### src/rtl/mindfocus_unidade_controle.sv
// rtl/mindfocus_unidade_controle.sv - MindFocus game control unit (Moore FSM, timeout timer, error counter)
module mindfocus_unidade_controle #(
  parameter int TIMEOUT   = 3000,
  parameter int TW        = 12,
  parameter int MAX_ERROS = 3
) (
  input  logic       clock,
  input  logic       reset,
  input  logic       iniciar,
  input  logic       jogada_feita,
  input  logic       botaoIgualMemoria,
  input  logic       fimE,
  output logic       zeraA,
  output logic       zeraE,
  output logic       zeraR,
  output logic       registraR,
  output logic       contaE,
  output logic       contaA,
  output logic       pronto,
  output logic       errou,
  output logic       timeout,
  output logic [3:0] erros,
  output logic [3:0] db_estado
);

  localparam logic [3:0] INICIAL       = 4'd0;
  localparam logic [3:0] PREPARACAO    = 4'd1;
  localparam logic [3:0] ESPERA_JOGADA = 4'd2;
  localparam logic [3:0] REGISTRA      = 4'd3;
  localparam logic [3:0] COMPARACAO    = 4'd4;
  localparam logic [3:0] ACERTO        = 4'd5;
  localparam logic [3:0] ERRO          = 4'd6;
  localparam logic [3:0] PROXIMO       = 4'd7;
  localparam logic [3:0] ESGOTADO      = 4'd8;
  localparam logic [3:0] FIM_COMPLETO  = 4'd9;
  localparam logic [3:0] FIM_ERROS     = 4'd10;

  localparam logic [TW-1:0] T_LAST = TW'(TIMEOUT - 1);
  localparam logic [3:0]    MAX_E  = 4'(MAX_ERROS);

  logic [3:0]    state_q, state_d;
  logic [TW-1:0] timer_q, timer_d;
  logic [3:0]    erros_q, erros_d;

  // State sequencing; a play arriving on the last timer cycle wins over the timeout.
  always_comb begin
    state_d = state_q;
    case (state_q)
      INICIAL:       if (iniciar) state_d = PREPARACAO;
      PREPARACAO:    state_d = ESPERA_JOGADA;
      ESPERA_JOGADA: begin
        if (jogada_feita)           state_d = REGISTRA;
        else if (timer_q == T_LAST) state_d = ESGOTADO;
      end
      REGISTRA:      state_d = COMPARACAO;
      COMPARACAO:    state_d = botaoIgualMemoria ? ACERTO : ERRO;
      ACERTO:        state_d = PROXIMO;
      ESGOTADO:      state_d = ERRO;
      ERRO:          state_d = (erros_q + 4'd1 == MAX_E) ? FIM_ERROS : PROXIMO;
      PROXIMO:       state_d = fimE ? FIM_COMPLETO : ESPERA_JOGADA;
      FIM_COMPLETO:  if (iniciar) state_d = PREPARACAO;
      FIM_ERROS:     if (iniciar) state_d = PREPARACAO;
      default:       state_d = INICIAL;
    endcase
  end

  // Timer restarts on each entry to espera and only counts while staying there, so it cannot wrap.
  always_comb begin
    timer_d = timer_q;
    if (state_d == ESPERA_JOGADA && state_q != ESPERA_JOGADA) begin
      timer_d = '0;
    end else if (state_d == ESPERA_JOGADA && state_q == ESPERA_JOGADA) begin
      timer_d = timer_q + 1'b1;
    end
  end

  // Error count: cleared at round start, bumped (saturating) once per visit to erro.
  always_comb begin
    erros_d = erros_q;
    if (state_q == PREPARACAO) begin
      erros_d = 4'd0;
    end else if (state_q == ERRO && erros_q < MAX_E) begin
      erros_d = erros_q + 4'd1;
    end
  end

  // State, timer and error registers.
  always_ff @(posedge clock or posedge reset) begin
    if (reset) begin
      state_q <= INICIAL;
      timer_q <= '0;
      erros_q <= 4'd0;
    end else begin
      state_q <= state_d;
      timer_q <= timer_d;
      erros_q <= erros_d;
    end
  end

  // Moore output decode.
  always_comb begin
    zeraA     = 1'b0;
    zeraE     = 1'b0;
    zeraR     = 1'b0;
    registraR = 1'b0;
    contaE    = 1'b0;
    contaA    = 1'b0;
    pronto    = 1'b0;
    errou     = 1'b0;
    timeout   = 1'b0;
    case (state_q)
      PREPARACAO: begin
        zeraA = 1'b1;
        zeraE = 1'b1;
        zeraR = 1'b1;
      end
      REGISTRA:     registraR = 1'b1;
      ACERTO:       contaA    = 1'b1;
      ESGOTADO:     timeout   = 1'b1;
      PROXIMO:      contaE    = ~fimE;
      FIM_COMPLETO: pronto    = 1'b1;
      FIM_ERROS: begin
        pronto = 1'b1;
        errou  = 1'b1;
      end
      default: ;
    endcase
  end

  assign erros     = erros_q;
  assign db_estado = state_q;

endmodule

### config.mk
export PLATFORM = sky130hd
export DESIGN_NAME = mindfocus_unidade_controle
export DESIGN_NICKNAME = d
export VERILOG_FILES = /design/src/rtl/mindfocus_unidade_controle.sv
export SDC_FILE = /design/constraint.sdc
export NUM_CORES = 1
export LEC_CHECK = 0
export ABC_AREA = 1
export CAP_MARGIN = 20
export CORE_AREA = 2 2 80 51
export CTS_CLUSTER_SIZE = 20
export DETAILED_ROUTE_END_ITERATION = 7
export DIE_AREA = 0 0 82 53
export PLACE_DENSITY = 0.66
export SYNTH_ARGS = -nofsm -noshare
export SYNTH_HDL_FRONTEND = slang
export SYNTH_SLANG_ARGS = --single-unit
### constraint.sdc
create_clock -name clock -period 2.7 [get_ports clock]
set_input_delay 0.81 -clock clock [delete_from_list [all_inputs] [get_ports clock]]
set_output_delay 0.81 -clock clock [all_outputs]
set_load 0.02 [all_outputs]
* After elaboration in Yosys (flattened, before gate mapping)
Cells that the tools add are included.
** Operators by class
- $add $sub $neg :: 2
- $lt $le $gt $ge :: 1
- Eq/ne operators :: 14
- Muxes and demuxes :: 18
- Bitwise operators :: 1
- Reductions and logical operators :: 8
** Operators with widths (count)
- 4-bit case mux with 9 select lines :: 1
- 4-bit 2-to-1 mux :: 7
- 12-bit 2-to-1 mux :: 2
- 4-bit by 2-bit equality test with 1-bit output (second input constant) :: 4
- 4-bit by 3-bit equality test with 1-bit output (second input constant) :: 4
- 12-bit by 1-bit adder with 12-bit output (second input constant) :: 1
- 12-bit equality test (second input constant) :: 1
- 4-bit equality test (second input constant) :: 3
- 1-bit 2-to-1 mux :: 7
- 4-bit by 1-bit adder with 4-bit output (second input constant) :: 1
- 4-bit by 1-bit equality test with 1-bit output (second input constant) :: 1
- 4-bit logical NOT :: 1
- 4-bit by 2-bit < comparator with 1-bit output (second input constant) :: 1
- 4-bit by 2-bit inequality test with 1-bit output (second input constant) :: 1
- 2-bit nonzero test :: 2
- 1-bit logical AND :: 3
- 3-bit OR reduction :: 1
- 2-bit 2-to-1 mux :: 1
- 2-bit OR reduction :: 1
- 1-bit inverter :: 1
** Word-level totals
- Register bits :: 20
- Input port bits :: 6
- Output and inout bits :: 17
- Word-level logic and storage cells :: 47

* Depth between registers and ports, before layout
Gate-level depths: netlist of run 1.
- Depth in word-level cells :: 8
- Depth in mapped cells :: 14
- Mapped depth without buffers :: 12

* Least setup slack after synthesis of run 1
No wires, ideal clock.
- Path kind :: reg2out
- From :: register state_q[3], in the netlist db_estado[3]
- To :: output zeraE
- Data arrival time :: 1.831 ns
- Data required time :: 1.890 ns
- Path slack :: 0.059 ns
- Cell stages (with the launch flop) :: 5
- Buffers on the path :: 1
- Cells stage by stage :: dfrtp_1 -> nor2_2 -> inv_2 -> nor3_1 -> buf_4
** On the way
- Cells in the longest elaborated chain, start to end :: 2
** RTL lines
- start: declaration :: line 41 : logic [3:0] state_q, state_d;
- start signal: assignment :: line 94 : state_q <= state_d;
- 4-bit by 1-bit equality test with 1-bit output
- 1-bit 2-to-1 mux
- end: declaration :: line 14 : output logic zeraE,
Every way passes these cells.

* Worst setup path after layout of run 1
- From :: input fimE
- To :: output contaE
** On the way
- Cells in the longest elaborated chain, start to end :: 2
** RTL lines
- start: declaration :: line 12 : input logic fimE,
- 1-bit inverter :: line 120 : PROXIMO: contaE = ~fimE;
- 1-bit 2-to-1 mux :: line 111 : case (state_q)
- end: declaration :: line 17 : output logic contaE,
Every way passes these cells.

==> results of run 1 <==
## critical path, delay by kind of cell
family	cells	cell delay (ns)
buffers and inverters	4	0.86
and+or+nand+nor	1	0.09
## timing repair
action,4_1_cts,5_1_grt
setup endpoints to repair,4,2
endpoints found under the hold margin,0,0
setup buffers,0,0
gates resized for setup,4,3
## power groups by stage
stage,Clock [mW],Combinational [mW],Sequential [mW]
after floorplan,0,0.812,0.459
after global placement,0,1.09,0.436
after detailed placement,0,1.08,0.438
after CTS,0.202,1.07,0.433
after global routing,0.222,1.17,0.446
final,0.194,1.07,0.434
## path summary, 6_finish.rpt
path | from | endpoint | slack (ns) | depth (start not counted)
max reg2reg | erros[0]$_DFFE_PP0P_ | timer_q[6]$_DFFE_PP0P_ | 0.69 | 12
min in group asynchronous | reset | db_estado[0]$_DFF_PP0_ | 0.88 | 3
max | fimE | contaE | 0.13 | 5
max in group asynchronous | reset | db_estado[1]$_DFF_PP0_ | 1.59 | 3
min reg2reg | timer_q[10]$_DFFE_PP0P_ | timer_q[10]$_DFFE_PP0P_ | 0.53 | 2
min | timer_q[10]$_DFFE_PP0P_ | timer_q[10]$_DFFE_PP0P_ | 0.53 | 2
## per-stage QoR
| stage | utilization (%) | instance area, sq um |
|---|---|---|
| 2_1_floorplan | - | 1540 |
| 3_3_place_gp | 49.8 | 1780 |
| 3_5_place_dp | 49.8 | 1780 |
| 4_1_cts | 50.8 | 1820 |
| 5_1_grt | 51.0 | 1820 |
| 6_report | 51.0 | 1820 |
## cells by family after synthesis
group,Yosys count,synth area share (%)
xor gates and xnor gates,10,5.70
and+or+nand+nor,121,39.1
buffers and inverters,46,13.9
adders and majority gates,3,2.45
AOI/OAI and AO/OA,17,6.19
DFF,20,32.6
## cells in the final DEF (no fill, tap or decap), drive strengths merged, types with 3 or more instances in the layout
master	instances
xor2	6
dlygate4sd2	4
nor2	26
inv	38
nand4	4
xnor2	4
clkbuf	3
ha	3
nand2	58
nand3	25
buf	5
dfrtp	20
nor4	3
o21ai	14
nor3	4
clkdlybuf4s50	16
## layout make-up
type	instances	area [sq um]
Fill cell	355	1750
Multi-Input combinational cell	151	821
Sequential cell	20	502
Timing Repair Buffer	27	258
Inverter	38	143
Tap cell	47	58.8
Clock buffer	3	41.3
## registers in the layout, summed over array words and instances, names as in the netlist
signal,flops
db_estado,4
erros,4
timer_q,12
## per-layer routing
metal / track usage [%] / up-vias
li1: - / 720
met1: 29.7 / 571
met2: 20.9 / 28
met3: 4.10 / 2
met4: 4.17 / 0
met5: 0 / -
==> run metrics, run 1 <==
post-synthesis area per instance=7.07 sq um; Slew Viols, Final=0; synthesized instance count=between 200 and 250; root buffer cell=clkbuf_8; sequential-to-total area share from yosys stat=about 33%; critical path class=in2out; Skew-Pair Late Insertion Delay=roughly 0.26 ns; top post-synthesis cells by area=dfrtp_1 33%, nand2_1 13%, inv_1 8.6%; hold slack=between 0.5 and 0.6 ns; DIE WIDTH=slightly above 80 um; number of synthesized flops with an enable pin=0; crit path cell chain=clkdlybuf4s50_1 -> inv_1 -> nand3_1 -> inv_1 -> dlygate4sd2_1; vias in the first global route=1132; Crit. End Element=output port; share of the synthesized area in the top cell type=around a third; Post-route DRC=0; Worst Max-Slew Pin Slew=0.471 ns; Via-to-Cell Ratio=approximately 4.6; status=complete, no violations; worst slack, placed=-0.136 ns; Nets=250; Gate power share=between 60% and 70%; Hold Path Class=reg2reg; pin count of the biggest net entering global routing=21; dominant cell type by area after synthesis=dfrtp_1; clock sink total=20; WL per Instance=around 12 um; Post-synth ARST share=100%; Net Count, Synth=approximately 230; synth cell count leaders=53 x nand2_1, 35 x inv_1, 21 x nand3_1; top-count cell post-synth=nand2_1; final worst path period share=95.1%; Tot Pwr=between 1.5 and 2 mW; sequential cell fraction of total power=roughly a quarter; GRT Residual Overflow=0; Main synth FF type=dfrtp_1; mapped cell area=roughly 1500 sq um; WP data arrival=~1.8 ns; first-pass GRT wire length=about 5600 um; Initial Utilization=a little over two fifths; hold_buf cts=0; Slew HR=about two thirds; ant diodes=0; placed cells=approximately 280; clock-pin slew on the worst setup and hold paths=~0.070 ns; Top Metal Used=met4; clk_skew=around 0.0043 ns; endpoints failing setup=0; RD Place Congestion=0.949; IO buf count=22; Leak=just over 1 nW; Crit Path Max Fanout=2; Int Power=810 uW; Boundary Pins=23; CTS Buf Count=3; Core Rows=17; CP dominant cell by count=inv_1; Peak VDD IR=0.612 mV; yosys warns=0; Cell variety after synth=28; NetSw=just under 900 uW; die area=4350 sq um; switching power share of the total=a little over half; M1 WL=1930 um; Die Span Y=53 um; total track usage=17.6%; detailed placement HPWL=2560 um; Final TNS setup=0 ns; CTS tree=built; Layout Cells excl Fill=286; Worst path slowest cell=clkdlybuf4s50_1; share of cells above drive strength 1=between 10% and 20%; Critical Path RT=1.89 ns; pwr/cell area=slightly above 900 nW/um^2; Max-Cap Viols=0; initial antenna violation count=0; clock buffer depth=2; RSZ-0062 raised after global routing=no; met2 wire length=around 1200 um; Total Wirelength=roughly 3300 um; max incr delay on CP=0.47 ns; Period minus WS final=roughly 2.6 ns; DRT antenna net count=0; routed wire length on met3=between 150 and 200 um; Initial DRC Count=73; DR vias=approximately 1300; power share of the clock group=11.4%; final hold violations=0; Area Growth Syn to Fin=18.7%; Synth Register Bits=20; H-tree Lvls=1; maximum clock frequency=a little under 400 MHz; setup ws final=between 0.1 and 0.15 ns; core footprint=around 3600 sq um; Initial DRT Pass Iterations=4; CP Launch Type=input pin
(Power assumes the default switching activity.)
==> run 2, diff against run 1 <==
--- a/config.mk
+++ b/config.mk
@@ -7,11 +7,12 @@
 export LEC_CHECK = 0
 export ABC_AREA = 1
 export CAP_MARGIN = 20
-export CORE_AREA = 2 2 80 51
+export CORE_AREA = 2 2 72 46
 export CTS_CLUSTER_SIZE = 20
 export DETAILED_ROUTE_END_ITERATION = 7
-export DIE_AREA = 0 0 82 53
-export PLACE_DENSITY = 0.66
+export DIE_AREA = 0 0 74 48
+export HOLD_SLACK_MARGIN = 0.03
+export PLACE_DENSITY = 0.79
 export SYNTH_ARGS = -nofsm -noshare
 export SYNTH_HDL_FRONTEND = slang
 export SYNTH_SLANG_ARGS = --single-unit
==> run 2 against run 1 <==
Net effect: largest power group unchanged; setup slack worse by 0.037 ns; critical path depth unchanged; clock power about the same; global-route usage up 4.0 points; combinational power about the same; count of clock-buffer cells in the layout unchanged; register-to-register slack worse by 0.04 ns; critical path type unchanged; utilization up 13 points; routed wire length up 1.2%; final cell count down 2.1%; sequential power up 1%.
==> run metrics, run 2 (synthesis results as in run 1) <==
FF-to-FF setup slack=0.65 ns (-0.04 ns); share of cells above drive strength 1=13.0% (-0.36 points); RSZ-0062 raised after global routing=no; DR vias=1428 (+8.1%); clk_skew=0.00161 ns (-0.00268 ns); initial antenna violation count=0 (unchanged); CP dominant cell by count=inv_1; final worst path period share=96.5% (+1.4 points); Initial Utilization=54.2% (+11 points); maximum clock frequency=384 MHz (-1.4%); commonest non-fill, non-tap cell in the layout=nand2_1; RD Place Congestion=0.900 (-5.2%); Period minus WS final=2.61 ns (+0.0372 ns); # fillers=249 (-30%); Hold Path Class=reg2reg; GRT Residual Overflow=0 (unchanged); IO buf count=22 (unchanged); vias in the first global route=1181 (+4.3%); Area Growth Syn to Fin=17.8%; critical path class=in2out; Total Wirelength=3360 um (+1.2%); Nets=249 (-0.40%); Crit Path Max Fanout=2 (unchanged); pwr/cell area=936 nW/um^2 (+0.48%); critical hold path startpoint=timer_q[10]$_DFFE_PP0P_; Skew-Pair Late Insertion Delay=0.26 ns (about the same); crit path to=contaE; DRT antenna net count=0 (unchanged); setup ws final=0.0938 ns (-0.0372 ns); total track usage=21.5% (+4.0 points); hold_buf cts=0 (unchanged); worst slack, placed=-0.170 ns (-0.0344 ns); Critical Path RT=1.89 ns (about the same); max reg flops=12 (unchanged); WL per Instance=12.0 um (+3.3%); final hold violations=0 (unchanged); Initial DRC Count=142 (+95%); root buffer cell=clkbuf_8; clock-pin slew on the worst setup and hold paths=0.07 ns (about the same); Final TNS setup=0 ns (unchanged); Boundary Pins=23 (unchanged); status=complete, no violations; Crit. End Element=output port; detailed placement HPWL=2560 um (about the same); ant diodes=0 (unchanged); Max-Cap Viols=0 (unchanged); CTS tree=built; Post-route DRC=0 (unchanged); Slew HR=67.9% (-0.40 points); crit path launch=fimE; Initial DRT Pass Iterations=4 (unchanged); hold depth=2 (unchanged); endpoints failing setup=0 (unchanged); most frequent cells in the layout=53 x nand2_1, 35 x inv_1, 21 x nand3_1, 19 x nor2_1, 19 x dfrtp_1; Peak VDD IR=0.575 mV (-6.0%); Worst path slowest cell=clkdlybuf4s50_1; max incr delay on CP=0.42 ns (-0.05 ns); CP Launch Type=input pin; core footprint=2830 sq um (-21%); Leak=1.00 nW (-0.48%); die area=3550 sq um (-18%); RR Endpoint=timer_q[4]$_DFFE_PP0P_; post-CTS setup-driven buffer insertion count=0 (unchanged); worst r2r src=db_estado[0]$_DFF_PP0_; pin count of the biggest net entering global routing=21 (unchanged); H-tree Lvls=1 (unchanged); clock buffer depth=2 (unchanged); Via-to-Cell Ratio=5.10 (+10%); Die Span Y=48 um (-9.4%); CTS Buf Count=3 (unchanged); first-pass GRT wire length=5570 um (+0.13%); Worst Max-Slew Pin Slew=0.477 ns (+0.00589 ns); Core Rows=15 (-2); DIE WIDTH=74 um (-9.8%); Slew Viols, Final=0 (unchanged); Biggest register=timer_q; clock sink total=20 (unchanged); reg2reg path depth=9 (-3); crit path cell chain=clkdlybuf4s50_1 -> inv_1 -> nand3_1 -> inv_1 -> dlygate4sd2_1; WP data arrival=1.80 ns (+0.04 ns)
==> run 2: power by group <==
group | switching, mW | internal, mW | leakage (nW)
sequential | 0.0870 | 0.353 | 0.271
clock | 0.0946 | 0.0994 | 0.0216
combinational | 0.711 | 0.348 | 0.711
total | 0.892 | 0.800 | 1.00
==> run 2: routing by layer <==
metal	track usage (%)	wire length, um
met1	32.4	1670
met4	5.45	28
met5	0	0
met2	28.9	1320
met3	7.58	334
==> run 2: how the worst min path moves through the flow <==
stage                                    endpoint
final                     timer_q[10]$_DFFE_PP0P_
after global routing      timer_q[10]$_DFFE_PP0P_
after CTS                 timer_q[10]$_DFFE_PP0P_
after detailed placement  timer_q[10]$_DFFE_PP0P_
after global placement    timer_q[10]$_DFFE_PP0P_
after floorplan           timer_q[10]$_DFFE_PP0P_
==> run 2: stage by stage <==
| step | utilization [%] | instance area, sq um | power (mW) | hold slack [ns] | cells |
|---|---|---|---|---|---|
| after CTS | 63.6 | 1800 | 1.69 | 0.541 | 280 |
| after detailed placement | 62.3 | 1770 | 1.51 | 0.524 | 277 |
| after global routing | 63.8 | 1810 | 1.83 | 0.551 | 280 |
| after floorplan | - | 1540 | 1.27 | 0.476 | 217 |
| after global placement | 62.3 | 1770 | 1.50 | 0.509 | 277 |
| final | 63.8 | 1810 | 1.69 | 0.540 | 280 |
==> run 2: area by class of cell <==
| type | instances | area [sq um] | area share, % |
|---|---|---|---|
| clock buffers | 3 | 41.3 | 2.28 |
| inverters | 38 | 143 | 7.88 |
| multi-input cells | 151 | 821 | 45.4 |
| flip-flops and latches | 20 | 502 | 27.7 |
| well taps | 42 | 52.6 | 2.90 |
| repair buffers | 26 | 250 | 13.8 |
==> run 2: critical path, delay by kind of cell <==
family | cells | cell delay (ns)
simple gates | 1 | 0.09
buf+inv | 4 | 0.88
==> run 2: repair_timing <==
item | 4_1_cts | 5_1_grt
resized for setup | 4 | 3
cloned | 0 | 0
endpoints found under the setup margin | 4 | 3
==> run 3, diff against run 2 <==
--- a/config.mk
+++ b/config.mk
@@ -8,11 +8,13 @@
 export ABC_AREA = 1
 export CAP_MARGIN = 20
 export CORE_AREA = 2 2 72 46
+export CTS_BUF_LIST = sky130_fd_sc_hd__clkbuf_2 sky130_fd_sc_hd__clkbuf_4 sky130_fd_sc_hd__clkbuf_8
 export CTS_CLUSTER_SIZE = 20
 export DETAILED_ROUTE_END_ITERATION = 7
 export DIE_AREA = 0 0 74 48
+export DONT_BUFFER_PORTS = 1
 export HOLD_SLACK_MARGIN = 0.03
-export PLACE_DENSITY = 0.79
+export PLACE_DENSITY = 0.69
 export SYNTH_ARGS = -nofsm -noshare
 export SYNTH_HDL_FRONTEND = slang
 export SYNTH_SLANG_ARGS = --single-unit
==> run 3 against run 2 <==
Net effect: sequential share of layout area rose by 3.9 points; utilization down 7.9 points; sequential cell count unchanged; final cell count fell by 8.6%; die area did not move; combinational power down 22%; largest cell class unchanged; critical endpoint is now zeraR; routed wire length grew 3.4%; sequential power increased by 12%; hold slack barely moved; via count down 3.2%.
==> run metrics, run 3 (synthesis results as in run 1) <==
endpoints failing setup=0 (unchanged); Initial DRC Count=146 (+2.8%); Initial DRT Pass Iterations=4 (unchanged); IO buf count=0 (-100%); max reg flops=12 (unchanged); Total Wirelength=3470 um (+3.4%); crit path cell chain=nor2_2 -> inv_2 -> nor3_2 -> buf_4; Biggest register=timer_q; CTS Buf Count=3 (unchanged); final worst path period share=89.9% (-6.6 points); pwr/cell area=983 nW/um^2 (+5.0%); ant diodes=0 (unchanged); clk_skew=0.00227 ns (+0.000660 ns); design area=1580 sq um (-12%); DR vias=1383 (-3.2%); Hold Path Class=reg2reg; clock sink total=20 (unchanged); pin count of the biggest net entering global routing=21 (unchanged); switching power share of the total=55.8% (+3.1 points); Crit Path Max Fanout=6 (+4); Period minus WS final=2.43 ns (-0.179 ns); Worst Max-Slew Pin Slew=0.781 ns (+0.304 ns); Skew-Pair Late Insertion Delay=0.27 ns (about the same); Worst path slowest cell=dfrtp_1; RD Place Congestion=0.904 (+0.40%); total track usage=22.4% (+0.92 points); clock buffer depth=2 (unchanged); sequential cell fraction of total power=31.6% (+5.6 points); RSZ-0062 raised after global routing=no; core footprint=2830 sq um (unchanged); # fillers=273 (+9.6%); CTS-repair resized insts=0 (-4); Via-to-Cell Ratio=5.40 (+5.9%); DRT antenna net count=0 (unchanged); Leak=0.867 nW (-14%); DIE WIDTH=74 um (unchanged); Int Power=688 uW (-14%); Max-Cap Viols=0 (unchanged); final hold violations=0 (unchanged); Gate power share=53.3% (-9.3 points); Post-route DRC=0 (unchanged); post-CTS setup-driven buffer insertion count=0 (unchanged); GRT Residual Overflow=0 (unchanged); Critical Path RT=1.89 ns (about the same); die area=3550 sq um (unchanged); power share of the clock group=15.2% (+3.7 points); maximum clock frequency=412 MHz (+7.4%); share of cells above drive strength 1=13.6% (+0.53 points); root buffer cell=clkbuf_8; Slew HR=47.9% (-20 points); Slew Viols, Final=0 (unchanged); Area Growth Syn to Fin=3.18%; WP data arrival=1.62 ns (-0.18 ns); clock-pin slew on the worst setup and hold paths=0.08 ns (about the same); Final TNS setup=0 ns (unchanged); commonest non-fill, non-tap cell in the layout=nand2_1; initial antenna violation count=0 (unchanged); Nets=224 (-10%); Final Core Density=55.9% (-7.9 points); Placed Area=1530 sq um (-13%); most frequent cells in the layout=53 x nand2_1, 35 x inv_1, 21 x nand3_1, 20 x dfrtp_1, 19 x nor2_1; CTS tree=built; status=complete, no violations; hold_buf cts=0 (unchanged); detailed placement HPWL=2650 um (+3.2%); CP Launch Type=flop; vias in the first global route=1296 (+9.7%); NetSw=869 uW (-2.6%); Boundary Pins=23 (unchanged); critical path class=reg2out; Crit. End Element=output port; Initial Utilization=54.2% (unchanged); Peak VDD IR=0.774 mV (+35%); WL per Instance=13.6 um (+13%); first-pass GRT wire length=5880 um (+5.6%); Core Rows=15 (unchanged); H-tree Lvls=1 (unchanged); Die Span Y=48 um (unchanged); max incr delay on CP=0.54 ns (+0.12 ns)
==> run 3: changes by cell type in the layout (fill, tap and decap cells not counted) <==
cell	change
clkbuf_8	+1
buf_4	-3
dlymetal6s2s_1	-2
dfrtp_2	-1
dlygate4sd2_1	-4
dfrtp_1	+1
clkdlybuf4s50_1	-16
nor3_2	+1
nor3_1	-1
==> run 3: power groups by stage <==
| stage | combinational [mW] | clock (mW) | sequential [mW] |
|---|---|---|---|
| finish | 0.829 | 0.236 | 0.491 |
| detailed placement | 0.823 | 0 | 0.495 |
| CTS | 0.824 | 0.243 | 0.490 |
| global placement | 0.802 | 0 | 0.492 |
| floorplan | 0.812 | 0 | 0.459 |
| global route | 0.927 | 0.247 | 0.504 |
==> run 3: cell type report <==
cell class	instances	area [sq um]	share of cell area (%)
Multi-Input combinational cell	151	826	52.1
Sequential cell	20	500	31.6
Inverter	38	143	9.00
Clock buffer	4	55.1	3.48
Tap cell	42	52.6	3.32
Timing Repair Buffer	1	7.51	0.474
==> run 3: path summary, 6_finish.rpt <==
kind | end | cells after the start | startpoint | slack (ns)
setup / recovery | zeraR | 4 | db_estado[3]$_DFF_PP0_ | 0.27
hold / removal | timer_q[10]$_DFFE_PP0P_ | 2 | timer_q[10]$_DFFE_PP0P_ | 0.54
setup reg to reg | timer_q[4]$_DFFE_PP0P_ | 8 | db_estado[1]$_DFF_PP0_ | 0.44
hold reg to reg | timer_q[10]$_DFFE_PP0P_ | 2 | timer_q[10]$_DFFE_PP0P_ | 0.54
max in group asynchronous | timer_q[8]$_DFFE_PP0P_ | 1 | reset | 1.64
min in group asynchronous | erros[3]$_DFFE_PP0P_ | 1 | reset | 0.57
==> run 3: worst max-delay path: cells and delay by family, from the launching register on <==
| family | cells | cell delay [ns] |
|---|---|---|
| buffers and inverters | 2 | 0.36 |
| DFF | 1 | 0.54 |
| and+or+nand+nor | 2 | 0.44 |
==> run 3: routing by layer <==
layer,vias up,wire length [um],share of wire (%),track usage [%]
met5,-,0,0,0
met4,0,44,1.3,9.82
met3,7,296,8.5,7.37
met2,65,1420,41,32.0
met1,641,1710,49,31.3
li1,670,-,-,-
==> run 3: per-stage QoR <==
step	hold slack, ns	setup WS, ns	instances	total power [mW]
floorplan	0.476	0.0589	217	1.27
global placement	0.529	0.535	252	1.29
detailed placement	0.523	0.486	252	1.32
CTS	0.544	0.268	256	1.56
global route	0.568	0.164	256	1.68
finish	0.539	0.273	256	1.56
